[src/rtl/cafe_dispense_sequencer.sv]
// Coffee/tea dispense sequencer: coin credit, selection arbitration,
// timed heat/pour phases, change and refund.
module cafe_dispense_sequencer #(
    parameter int PRICE_CAFE = 15,
    parameter int PRICE_TE   = 10,
    parameter int CREDIT_W   = 6,
    parameter int MAX_CREDIT = 40,
    parameter int HEAT_CYC   = 8,
    parameter int POUR_CYC   = 12
) (
    input  logic                clk,
    input  logic                rst,
    input  logic                md,
    input  logic                mc,
    input  logic                bc,
    input  logic                bt,
    input  logic                ha,
    input  logic                hc,
    output logic                heater_on,
    output logic                pump_on,
    output logic                valve_cafe,
    output logic                valve_te,
    output logic                busy,
    output logic [CREDIT_W-1:0] credit,
    output logic                coin_reject,
    output logic                change_req,
    output logic [CREDIT_W-1:0] change_val,
    output logic                err
);

    localparam int CNT_MAX = (HEAT_CYC > POUR_CYC) ? HEAT_CYC : POUR_CYC;
    localparam int CNT_W   = $clog2(CNT_MAX + 1);

    localparam logic [CREDIT_W-1:0] P_CAFE  = CREDIT_W'(PRICE_CAFE);
    localparam logic [CREDIT_W-1:0] P_TE    = CREDIT_W'(PRICE_TE);
    localparam logic [CREDIT_W-1:0] COIN_MD = CREDIT_W'(10);
    localparam logic [CREDIT_W-1:0] COIN_MC = CREDIT_W'(5);
    localparam logic [CREDIT_W:0]   CR_MAX  = (CREDIT_W+1)'(MAX_CREDIT);
    localparam logic [CNT_W-1:0]    HEAT_LAST = CNT_W'(HEAT_CYC - 1);
    localparam logic [CNT_W-1:0]    POUR_LAST = CNT_W'(POUR_CYC - 1);

    generate
        if (MAX_CREDIT + 15 >= (1 << CREDIT_W)) begin : g_bad_credit_w
            $error("CREDIT_W too narrow for MAX_CREDIT+15");
        end
        if (HEAT_CYC < 1 || POUR_CYC < 1) begin : g_bad_phase
            $error("HEAT_CYC and POUR_CYC must be >= 1");
        end
    endgenerate

    typedef enum logic [2:0] {
        IDLE,
        HEAT,
        POUR,
        CHANGE,
        REFUND
    } state_t;

    state_t              state_q, state_d;
    logic [CNT_W-1:0]    cnt_q, cnt_d;
    logic [CREDIT_W-1:0] credit_q, credit_d;
    logic                sel_cafe_q, sel_cafe_d;
    logic                heater_on_q, heater_on_d;
    logic                pump_on_q, pump_on_d;
    logic                valve_cafe_q, valve_cafe_d;
    logic                valve_te_q, valve_te_d;
    logic                busy_q, busy_d;
    logic                coin_reject_q, coin_reject_d;
    logic                change_req_q, change_req_d;
    logic [CREDIT_W-1:0] change_val_q, change_val_d;
    logic                err_q, err_d;

    logic                coin;
    logic [CREDIT_W-1:0] coin_val;
    logic [CREDIT_W:0]   coin_sum;
    logic [CREDIT_W-1:0] price_btn;
    logic [CREDIT_W-1:0] price_sel;
    logic                res_ok;

    // Coin value, candidate credit and price lookups.
    always_comb begin
        coin      = md | mc;
        coin_val  = (md ? COIN_MD : '0) + (mc ? COIN_MC : '0);
        coin_sum  = {1'b0, credit_q} + {1'b0, coin_val};
        price_btn = bc ? P_CAFE : P_TE;
        price_sel = sel_cafe_q ? P_CAFE : P_TE;
        res_ok    = ha & (hc | ~bc);
    end

    // Next-state, credit and registered-output computation.
    always_comb begin
        state_d       = state_q;
        cnt_d         = cnt_q;
        credit_d      = credit_q;
        sel_cafe_d    = sel_cafe_q;
        coin_reject_d = 1'b0;
        change_val_d  = '0;

        unique case (state_q)
            IDLE: begin
                if (coin) begin
                    if (coin_sum <= CR_MAX) begin
                        credit_d = coin_sum[CREDIT_W-1:0];
                    end else begin
                        coin_reject_d = 1'b1;
                    end
                end
                if ((bc ^ bt) && (credit_d >= price_btn)) begin
                    if (res_ok) begin
                        sel_cafe_d = bc;
                        cnt_d      = '0;
                        state_d    = HEAT;
                    end else begin
                        state_d      = REFUND;
                        change_val_d = credit_d;
                    end
                end
            end
            HEAT: begin
                coin_reject_d = coin;
                if (!ha) begin
                    state_d      = REFUND;
                    cnt_d        = '0;
                    change_val_d = credit_q;
                end else if (cnt_q == HEAT_LAST) begin
                    state_d = POUR;
                    cnt_d   = '0;
                end else begin
                    cnt_d = cnt_q + 1'b1;
                end
            end
            POUR: begin
                coin_reject_d = coin;
                if (!ha) begin
                    state_d      = REFUND;
                    cnt_d        = '0;
                    change_val_d = credit_q;
                end else if (cnt_q == POUR_LAST) begin
                    cnt_d    = '0;
                    credit_d = credit_q - price_sel;
                    if (credit_d != '0) begin
                        state_d      = CHANGE;
                        change_val_d = credit_d;
                    end else begin
                        state_d = IDLE;
                    end
                end else begin
                    cnt_d = cnt_q + 1'b1;
                end
            end
            CHANGE, REFUND: begin
                coin_reject_d = coin;
                credit_d      = '0;
                cnt_d         = '0;
                state_d       = IDLE;
            end
            default: begin
                state_d  = IDLE;
                credit_d = '0;
                cnt_d    = '0;
            end
        endcase

        heater_on_d  = (state_d == HEAT);
        pump_on_d    = (state_d == POUR);
        valve_cafe_d = pump_on_d & sel_cafe_d;
        valve_te_d   = pump_on_d & ~sel_cafe_d;
        busy_d       = (state_d != IDLE);
        change_req_d = (state_d == CHANGE) || (state_d == REFUND);
        err_d        = (state_d == REFUND);
    end

    // State, counters, credit and all outputs registered together.
    always_ff @(posedge clk or posedge rst) begin
        if (rst) begin
            state_q       <= IDLE;
            cnt_q         <= '0;
            credit_q      <= '0;
            sel_cafe_q    <= 1'b0;
            heater_on_q   <= 1'b0;
            pump_on_q     <= 1'b0;
            valve_cafe_q  <= 1'b0;
            valve_te_q    <= 1'b0;
            busy_q        <= 1'b0;
            coin_reject_q <= 1'b0;
            change_req_q  <= 1'b0;
            change_val_q  <= '0;
            err_q         <= 1'b0;
        end else begin
            state_q       <= state_d;
            cnt_q         <= cnt_d;
            credit_q      <= credit_d;
            sel_cafe_q    <= sel_cafe_d;
            heater_on_q   <= heater_on_d;
            pump_on_q     <= pump_on_d;
            valve_cafe_q  <= valve_cafe_d;
            valve_te_q    <= valve_te_d;
            busy_q        <= busy_d;
            coin_reject_q <= coin_reject_d;
            change_req_q  <= change_req_d;
            change_val_q  <= change_val_d;
            err_q         <= err_d;
        end
    end

    assign heater_on   = heater_on_q;
    assign pump_on     = pump_on_q;
    assign valve_cafe  = valve_cafe_q;
    assign valve_te    = valve_te_q;
    assign busy        = busy_q;
    assign credit      = credit_q;
    assign coin_reject = coin_reject_q;
    assign change_req  = change_req_q;
    assign change_val  = change_val_q;
    assign err         = err_q;

endmodule

[config.mk]
export PLATFORM = sky130hd
export DESIGN_NAME = cafe_dispense_sequencer
export DESIGN_NICKNAME = d
export VERILOG_FILES = /design/src/rtl/cafe_dispense_sequencer.sv
export SDC_FILE = /design/constraint.sdc
export NUM_CORES = 1
export LEC_CHECK = 0
export CORE_ASPECT_RATIO = 0.75
export CORE_MARGIN = 4
export CORE_UTILIZATION = 60
export CTS_BUF_LIST = sky130_fd_sc_hd__clkbuf_2 sky130_fd_sc_hd__clkbuf_4 sky130_fd_sc_hd__clkbuf_8
export CTS_CLUSTER_SIZE = 24
export DETAILED_ROUTE_END_ITERATION = 10
export PLACE_DENSITY = 0.86
export REMOVE_ABC_BUFFERS = 1
export SYNTH_ARGS = -nofsm -noshare
export SYNTH_HDL_FRONTEND = slang
export SYNTH_SLANG_ARGS = --single-unit
[constraint.sdc]
create_clock -name clk -period 8.5 [get_ports clk]
set_input_delay 1.7 -clock clk [delete_from_list [all_inputs] [get_ports clk]]
set_output_delay 1.7 -clock clk [all_outputs]
set_load 0.01 [all_outputs]
==> results of run 1 <==
## state kept, by name (all words and copies together), names as in the netlist
signal and flops:
coin_reject 1, busy 1, credit 6, sel_cafe_q 1, pump_on 1, change_val 6, heater_on 1, err 1
change_req 1, valve_cafe 1, cnt_q 4, state_q 3, valve_te 1
## routing by layer
layer | wire length, µm | vias to the layer above
li1 | - | 848
met1 | 2232 | 855
met2 | 2280 | 111
met3 | 564 | 18
met4 | 136 | 0
met5 | 0 | -
## final cells by class
| cell class | instances | area share, % |
|---|---|---|
| flip-flops and latches | 28 | 29.52 |
| multi-input cells | 165 | 51.71 |
| clock inverters | 1 | 1.265 |
| repair buffers | 27 | 11.39 |
| inverters | 15 | 2.372 |
| well taps | 38 | 2.003 |
| clock buffers | 3 | 1.740 |
## per-stage QoR
stage	instances	setup WS [ns]
after floorplan	208	3.684
after global placement	273	2.947
after detailed placement	273	2.735
after CTS	277	3.022
after global routing	277	2.848
final	277	2.991
## cell usage after synthesis, types with 2 or more instances
| cell | count |
|---|---|
| sky130_fd_sc_hd__xnor2_1 | 4 |
| sky130_fd_sc_hd__o221ai_1 | 2 |
| sky130_fd_sc_hd__inv_1 | 13 |
| sky130_fd_sc_hd__or3_1 | 2 |
| sky130_fd_sc_hd__nor3_1 | 5 |
| sky130_fd_sc_hd__o21ai_0 | 11 |
| sky130_fd_sc_hd__o22ai_1 | 2 |
| sky130_fd_sc_hd__o211ai_1 | 2 |
| sky130_fd_sc_hd__and2_1 | 2 |
| sky130_fd_sc_hd__inv_2 | 2 |
| sky130_fd_sc_hd__nor2b_1 | 4 |
| sky130_fd_sc_hd__clkbuf_1 | 5 |
| sky130_fd_sc_hd__dfrtp_1 | 28 |
| sky130_fd_sc_hd__a41oi_1 | 2 |
| sky130_fd_sc_hd__or2_2 | 2 |
| sky130_fd_sc_hd__o31ai_1 | 2 |
| sky130_fd_sc_hd__a22oi_1 | 4 |
| sky130_fd_sc_hd__a21oi_1 | 12 |
| sky130_fd_sc_hd__nand3_1 | 10 |
| sky130_fd_sc_hd__mux2i_1 | 4 |
| sky130_fd_sc_hd__a31oi_4 | 3 |
| sky130_fd_sc_hd__nand2_1 | 20 |
| sky130_fd_sc_hd__ha_1 | 9 |
| sky130_fd_sc_hd__and3_1 | 3 |
| sky130_fd_sc_hd__a22o_1 | 5 |
| sky130_fd_sc_hd__o21bai_1 | 2 |
| sky130_fd_sc_hd__xor2_1 | 3 |
| sky130_fd_sc_hd__o21ai_1 | 6 |
| sky130_fd_sc_hd__a41o_1 | 2 |
| sky130_fd_sc_hd__a31oi_1 | 4 |
| sky130_fd_sc_hd__nand3b_1 | 2 |
| sky130_fd_sc_hd__nor2_1 | 10 |
| sky130_fd_sc_hd__nand2b_1 | 4 |
## worst reg2reg max path, stage by stage (launching register included)
cell	delay (ns)
sky130_fd_sc_hd__dfrtp_1	0.48
sky130_fd_sc_hd__ha_1	0.26
sky130_fd_sc_hd__inv_1	0.07
sky130_fd_sc_hd__fa_1	0.40
sky130_fd_sc_hd__and2b_1	0.25
sky130_fd_sc_hd__o22a_4	0.21
sky130_fd_sc_hd__xnor2_4	0.14
sky130_fd_sc_hd__a21o_4	0.19
sky130_fd_sc_hd__nand2_1	0.17
sky130_fd_sc_hd__a21oi_1	0.29
sky130_fd_sc_hd__inv_1	0.08
sky130_fd_sc_hd__ha_1	0.29
sky130_fd_sc_hd__o211a_1	0.15
sky130_fd_sc_hd__a311oi_4	0.35
sky130_fd_sc_hd__a22oi_4	0.15
sky130_fd_sc_hd__a31oi_4	0.22
sky130_fd_sc_hd__inv_2	0.05
sky130_fd_sc_hd__and3_1	0.16
## logic make-up (layout without fill, tap and decap cells)
kind of cell               after synthesis  in the layout  share of synthesized area, %
and+or+nand+nor                         69             69                         17.64
buffers and inverters                   21             46                         4.286
xor gates and xnor gates                 8              8                         4.410
AOI/OAI and AO/OA                       73             73                         29.75
muxes                                    5              5                         2.547
adders and majority gates               10             10                         6.584
DFF                                     28             28                         34.78
## final timing paths
check	slack, ns	endpoint
setup / recovery	2.99	heater_on$_DFF_PP0_
hold / removal	0.56	valve_cafe$_DFF_PP0_
setup reg to reg	4.47	heater_on$_DFF_PP0_
hold reg to reg	0.56	valve_cafe$_DFF_PP0_
max in group asynchronous	5.91	state_q[2]$_DFF_PP0_
min in group asynchronous	1.98	busy$_DFF_PP0_
## power groups by stage
| stage | registers [W] | logic (W) | clock network [W] |
|---|---|---|---|
| after floorplan | 0.000229 | 0.000388 | 0 |
| after global placement | 0.000226 | 0.000542 | 0 |
| after detailed placement | 0.000227 | 0.000555 | 0 |
| after CTS | 0.000225 | 0.000559 | 0.000108 |
| after global routing | 0.000233 | 0.000614 | 0.000115 |
| final | 0.000227 | 0.000569 | 0.000106 |
==> results.md, run 1 <==
- The flow ran to the end, and the final reports show no timing, DRC or antenna violations.
- The nature of the critical path startpoint is an input pin.
- After layout, the worst path uses 64.81% of the clock period.
- After detailed routing, the number of vias per cell comes to 6.614.
- In this run the power density over the cells is 380.1 mW/mm².
- The share of the Yosys chip area taken by registers is 34.78%.
- The initial utilization of the core area, before any placement, comes to 65.31%.
- Across the run, the number of max-cap violations was 0.
- Leaving out fill and tap cells, the most frequent cell in the layout is sky130_fd_sc_hd__dfrtp_1.
- The global placement routability congestion is 0.9591.
- The largest fanout on the critical path is 6.
- Yosys printed 0 warnings.
- The critical path goes through clkdlybuf4s50_1 -> ha_1 -> inv_1 -> fa_1 -> and2b_1 -> o22a_4 -> xnor2_4 -> a21o_4 -> nand2_1 -> a21oi_1 -> inv_1 -> ha_1 -> o211a_1 -> a311oi_4 -> a22oi_4 -> a31oi_4 -> inv_2 -> and3_1.
- After synthesis, the share of flip-flops with an asynchronous set or reset is 100.0%.
- The leakage power is 1.025 nW.
- The met1 demand-to-capacity share in global routing is 37.53%.
- Pin placement for this block handled 28 I/O pins.
- The mapped netlist covers 0.002014 mm².
- The type of the worst min-delay path is reg -> reg.
- The number of global-route vias before repair was 1772.
- The source of the worst register-to-register timing path is credit[0]$_DFFE_PP0P_.
- The sum of overflow across all layers after global routing is 0.
- Summing all placed instances gives a cell area of 0.002302 mm².
- The detailed router finished its first iteration with 227 violations.
- The wire length of the first global-routing pass is 8907 µm.
- The count of buffer and inverter cells on the critical path is 4.
- The critical path crosses 18 cells after its start point.
- The final setup violation count is 0.
- The clock net sink count is 28.
- The die covers 0.004358 mm².
- The number of enable flip-flop cells after synthesis is 0.
- The leading area contributor after synthesis is sky130_fd_sc_hd__dfrtp_1.
- The capturing element type of the critical path is a register.
- The area share of the largest cell type after synthesis is 34.78%.
- Counting every instance in the synthesized netlist gives 214.
- The combined area of the multi-input logic cells is 0.001227 mm².
- The clock period could shrink to 5.509 ns.
- The biggest cell delay along the critical path is 0.56 ns.
- met2 is the most crowded layer.
- On the critical path, the stage with the largest delay is an instance of sky130_fd_sc_hd__clkdlybuf4s50_1.
- The total DRC errors in the routed layout is 0.
- The routed wire length is 5213 µm.
- The global routing usage on met2 is 40.69%.
- The fmax is 181.5 MHz.
- The most critical setup path has its startpoint at mc.
- The combinational power share is 63.1%.
- The number of pins exceeding their max-slew limit in the final report is 0.
- The final design utilization is 76.96%.
- The count of nets left with antenna violations after detail routing is 0.
- The count of H-tree levels built during CTS is 1.
- The number of endpoints with negative hold slack in the final report is 0.
- In this design, the largest share of critical-path delay is due to compound AO/OA/AOI/OAI gates.
- The startpoint identified for the worst hold timing path is sel_cafe_q$_DFF_PP0_.
- The number of gates resized after CTS was 0.
- After the last flow step, the layout net total stands at 258.
- In the layout the commonest cells are sky130_fd_sc_hd__dfrtp_1, sky130_fd_sc_hd__clkdlybuf4s50_1, sky130_fd_sc_hd__nand2_1, sky130_fd_sc_hd__inv_1, sky130_fd_sc_hd__a21oi_1.
- The initialized floorplan defines 17 standard-cell rows.
- The die is 58.18 µm tall.
- In the global route stage, met3 resource usage came out at 6.239%.
- The synthesis-to-finish area growth is 17.83%.
- Measured against its own limit, the worst slew margin works out to 31.58%.
- The clock transition at the registers of the reported paths is 0.09 ns.
- The count of inserted antenna diode cells is 0.
- Measured in cells, the most critical reg-to-reg path has a length of 17.
- The routed via count is 1832.
- The number of antenna violations at the first check in global routing is 0.
- Adding up every negative setup slack in the final design gives 0 ns.
- The floorplan step set the die width to 74.91 µm.
- After layout, the design draws a total of 0.0009021 W.
- The share of power burned in the clock network is 11.8%.
- The total CTS buffers is 3.
- The cell sitting at the root of the clock tree is a sky130_fd_sc_hd__clkbuf_8.
- For the worst setup path, the data arrival time is 5.68 ns.
- Across the whole layout, storage elements account for 700.7 µm².
- Counting the fill cells in the layout gives 205.
- The most used flip-flop cell after synthesis is sky130_fd_sc_hd__dfrtp_1.
- Global routing used 26.72% of the available tracks.
- The port buffer count is 27.
- The type of the worst setup path is in -> reg.
- In this run switching power makes up 46.12% of total power.
- Sequential cells burn 25.2% of the power.
- The cell internal power dissipation is 0.0004861 W.
- The largest net degree at the start of global routing is 29.
- Counting instances, the worst hold path has a depth of 1.
- Between clock sinks in the finished design, the worst skew comes to 0.007566 ns.
- The hold slack is 0.5580 ns.
- The HPWL after detailed placement is 4010 µm.
- At the later pin of the worst-skew pair, clock insertion delay measures 0.28 ns.
- The TritonCTS clock tree is done.
- The transition at the pin with the smallest max-transition slack is 1.025 ns.
- The final cell area excluding filler cells is 0.002374 mm².
- The number of setup buffers added after CTS is 0.
- In this run the standard cell core region covers 0.003084 mm².
- The number of buffers inserted by hold repair at cts is 0.
- The number of optimization iterations in the first detailed-route pass is 7.
- The worst vdd rail ir drop is 0.0002671 V.
- The routed wirelength normalized by instance count is 18.82 µm.
- The distinct cell type count of the synthesized netlist is 56.
- The flip-flop and latch count after synthesis is 28.
- The post-synthesis area per instance is 9.413 µm².
- In this run the power spent charging and discharging nets is 0.0004161 W.
- By area the synthesized netlist is led by sky130_fd_sc_hd__dfrtp_1, sky130_fd_sc_hd__ha_1, sky130_fd_sc_hd__nand2_1, sky130_fd_sc_hd__a31oi_4, sky130_fd_sc_hd__a21oi_1.
- Cells with a size suffix above 1 make up 9.205% of the layout.
- At the worst endpoint, the required time is 8.67 ns.
- Setup repair after global routing left no endpoint under its margin.
- The clock passes through at most 2 buffers.
No activity file was read; power rests on OpenSTA's default activity.
==> inputs of run 2 (changes only) <==
- CORE_UTILIZATION: 60 -> 57
- PLACE_DENSITY: 0.86 -> 0.83
- clock period: 8.5 -> 5.5 ns (I/O delays scaled with it)
==> run 2 against run 1 <==
Critical path depth unchanged. Cell count up 0.72%. Global-route usage down 4.5 points. Sequential power up 54%. Worst setup slack worse by 2.3 ns. Clock power up 53%. Sequential share of layout area about the same. Clock-buffer cell count unchanged. Final area up 0.11%. Register-to-register slack worse by 3.0 ns. Die area up 4.6%. Sequential cell count unchanged.
==> results.md, run 2 (synthesized netlist as in run 1, its figures left out) <==
- The number of antenna violations at the first check in global routing was 0.
- The slowest stage of the critical path belongs to the cell sky130_fd_sc_hd__clkdlybuf4s50_1.
- For this design the static power due to leakage is 1.025 nW.
- The share of power burned in the clock network is 11.8%.
- The global placement routability congestion is 0.9886.
- VDD sags by at most 0.0003166 V.
- Counting the fill cells in the layout gives 246.
- The floorplan step defined a core boundary enclosing 0.003333 mm².
- The number of placed instances with taps included is 275.
- The met1 demand-to-capacity share in global routing is 32.63%.
- Once detail routing completed, the nets flagged for antenna violations numbered 0.
- For the finished layout, the period the worst path requires is 4.842 ns.
- Clock-pin slew was measured on the worst setup and hold paths at 0.10 ns.
- At the later pin of the worst-skew pair, clock insertion delay measures 0.27 ns.
- The width of the die is 76.65 µm.
- The combinational power share is 62.7%.
- The number of clock buffers added by TritonCTS is 3.
- The final layout contains routed wiring with a total length of 4747 µm.
- The die outline area is 0.004559 mm².
- The fmax is 206.5 MHz.
- The detailed router finished its first iteration with 169 violations.
- After clock tree synthesis, the setup repair step added 0 buffers.
- Cells with a size suffix above 1 make up 9.205% of the layout.
- Setup violations remaining at the end of the flow were counted as 0.
- The busiest metal layer after global routing is met2.
- The total power is 0.001368 W.
- The floorplan has 18 rows.
- The switching part of the total is 45.09%.
- The required time reported for the critical path endpoint is 5.67 ns.
- The library cells used most frequently in the layout, excluding fill and tap cells, are sky130_fd_sc_hd__dfrtp_1, sky130_fd_sc_hd__clkdlybuf4s50_1, sky130_fd_sc_hd__nand2_1, sky130_fd_sc_hd__inv_1, sky130_fd_sc_hd__a21oi_1.
- The power per standard cell area is 575.6 mW/mm².
- The largest net degree at the start of global routing is 29.
- The initial cell density of the core is 60.44%.
- The net load switching power is 0.0006166 W.
- The count of inserted antenna diode cells is 0.
- The number of global-route vias before repair came to 1706.
- The number of endpoints with negative hold slack in the final report was 0.
- The die is 59.49 µm tall.
- The per-cell via count in the routed design is 6.308.
- The first global-routing pass estimated 8121 µm of wire.
- The setup slack of the critical path after layout is 0.6582 ns.
- The routed via count is 1760.
- TritonCTS built the clock tree.
- Port buffering added 27 buffers.
- The critical path goes through clkdlybuf4s50_1 -> ha_1 -> inv_1 -> fa_1 -> and2b_1 -> o22a_4 -> xnor2_4 -> a21o_4 -> nand2_1 -> a21oi_1 -> inv_1 -> ha_1 -> o211a_1 -> a311oi_4 -> a22oi_4 -> a31oi_4 -> inv_2 -> and3_1.
- The nature of the critical path startpoint is an input pin.
- In this run the worst path has a maximum fanout of 6.
- Clock skew on the completed layout was measured at 0.004255 ns.
- The synthesis-to-finish area growth is 17.95%.
- The final layout contains 258 nets.
- The cell internal power dissipation is 0.0007510 W.
- In this run, post-CTS repair resized a total of 0 instances.
- Leaving out fill and tap cells, the most frequent cell in the layout is sky130_fd_sc_hd__dfrtp_1.
- The biggest cell delay along the critical path is 0.53 ns.
- The number of pins exceeding their max-slew limit in the final report is 0.
- The type of the worst setup path is in -> reg.
- For the pin with the worst max-slew slack, the measured transition is 0.9886 ns.
- The hold slack is 0.5740 ns.
- The count of H-tree levels built during CTS is 1.
- The fraction of met3 tracks used by global routing is 4.103%.
- After detailed routing, the average wire length per cell comes to 17.01 µm.
- The run finished with clean final reports.
- For the final routed database, the setup TNS stands at 0 ns.
- The relative contribution of sequential cells to total power is 25.5%.
- The finished layout holds 279 standard cells, fillers aside.
- The critical path contains buffers and inverters numbering 4 combined.
- Setup repair after global routing left no endpoint under its margin.
- The number of max-capacitance violations reported is 0.
- Prior to clock tree synthesis, the placed netlist has a worst setup slack of 0.4283 ns.
- The master cell of the clock root buffer is sky130_fd_sc_hd__clkbuf_8.
- The capturing element type of the critical path is a register.
- Global routing consumed, on the met2 layer, 34.79% of the routing resources.
- The total DRC errors in the routed layout is 0.
- The clock net sink count is 28.
- The overall global routing resource usage is 22.18%.
- The total I/O pin count is 28.
- In this design, the largest share of critical-path delay is due to compound AO/OA/AOI/OAI gates.
- After global routing the overflow that remains totals 0.
- The worst pin sits at a relative slew slack of 34.02%.
- After clock tree synthesis, the flow added hold-fix buffers numbering 0.
- The min-delay analysis places its worst path in the category reg -> reg.
- The final period utilization is 88.03%.
- Once detailed placement completed, the half-perimeter wirelength came to 3588 µm.
- The largest buffer count on any clock path is 2.
- Before antenna repair, the detailed router went through 5 iterations.
- The arrival time of data at the critical path endpoint is 5.01 ns.
[run 2: layer usage]
metal  wire (µm)  vias to the layer above
li1            -                      839
met1        2213                      833
met2        2167                       84
met3         339                        4
met4          27                        0
met5           0                        -
[run 2: final cells by class]
type | count | area (µm²) | area share [%]
Timing Repair Buffer | 27 | 270.3 | 11.37
Clock buffer | 3 | 41.29 | 1.738
Tap cell | 40 | 50.05 | 2.106
Inverter | 15 | 56.30 | 2.370
Clock inverter | 1 | 30.03 | 1.264
Sequential cell | 28 | 700.7 | 29.49
Multi-Input combinational cell | 165 | 1227 | 51.66
[run 2: metrics by stage]
stage                     instance area, µm²  utilization (%)
after global placement                  2305            69.14
after floorplan                         1984                -
after global routing                    2376            71.28
after CTS                               2376            71.28
final                                   2376            71.28
after detailed placement                2305            69.14
[run 2: path summary, 6_finish.rpt]
check	from	endpoint	slack (ns)	cells after the start
max	mc	heater_on$_DFF_PP0_	0.66	18
min reg2reg	cnt_q[1]$_DFFE_PP0P_	cnt_q[1]$_DFFE_PP0P_	0.57	1
max reg2reg	credit[0]$_DFFE_PP0P_	heater_on$_DFF_PP0_	1.51	17
max in group asynchronous	rst	credit[0]$_DFFE_PP0P_	3.55	2
min in group asynchronous	rst	change_req$_DFF_PP0_	1.36	2
min	cnt_q[1]$_DFFE_PP0P_	cnt_q[1]$_DFFE_PP0P_	0.57	1
[run 2: power groups by stage]
stage	Combinational, W	Clock, W	Sequential [W]
global placement	0.000826	0	0.000349
CTS	0.000852	0.000163	0.000348
finish	0.000857	0.000162	0.000349
floorplan	0.000599	0	0.000355
detailed placement	0.000847	0	0.000351
global route	0.000937	0.000173	0.000360
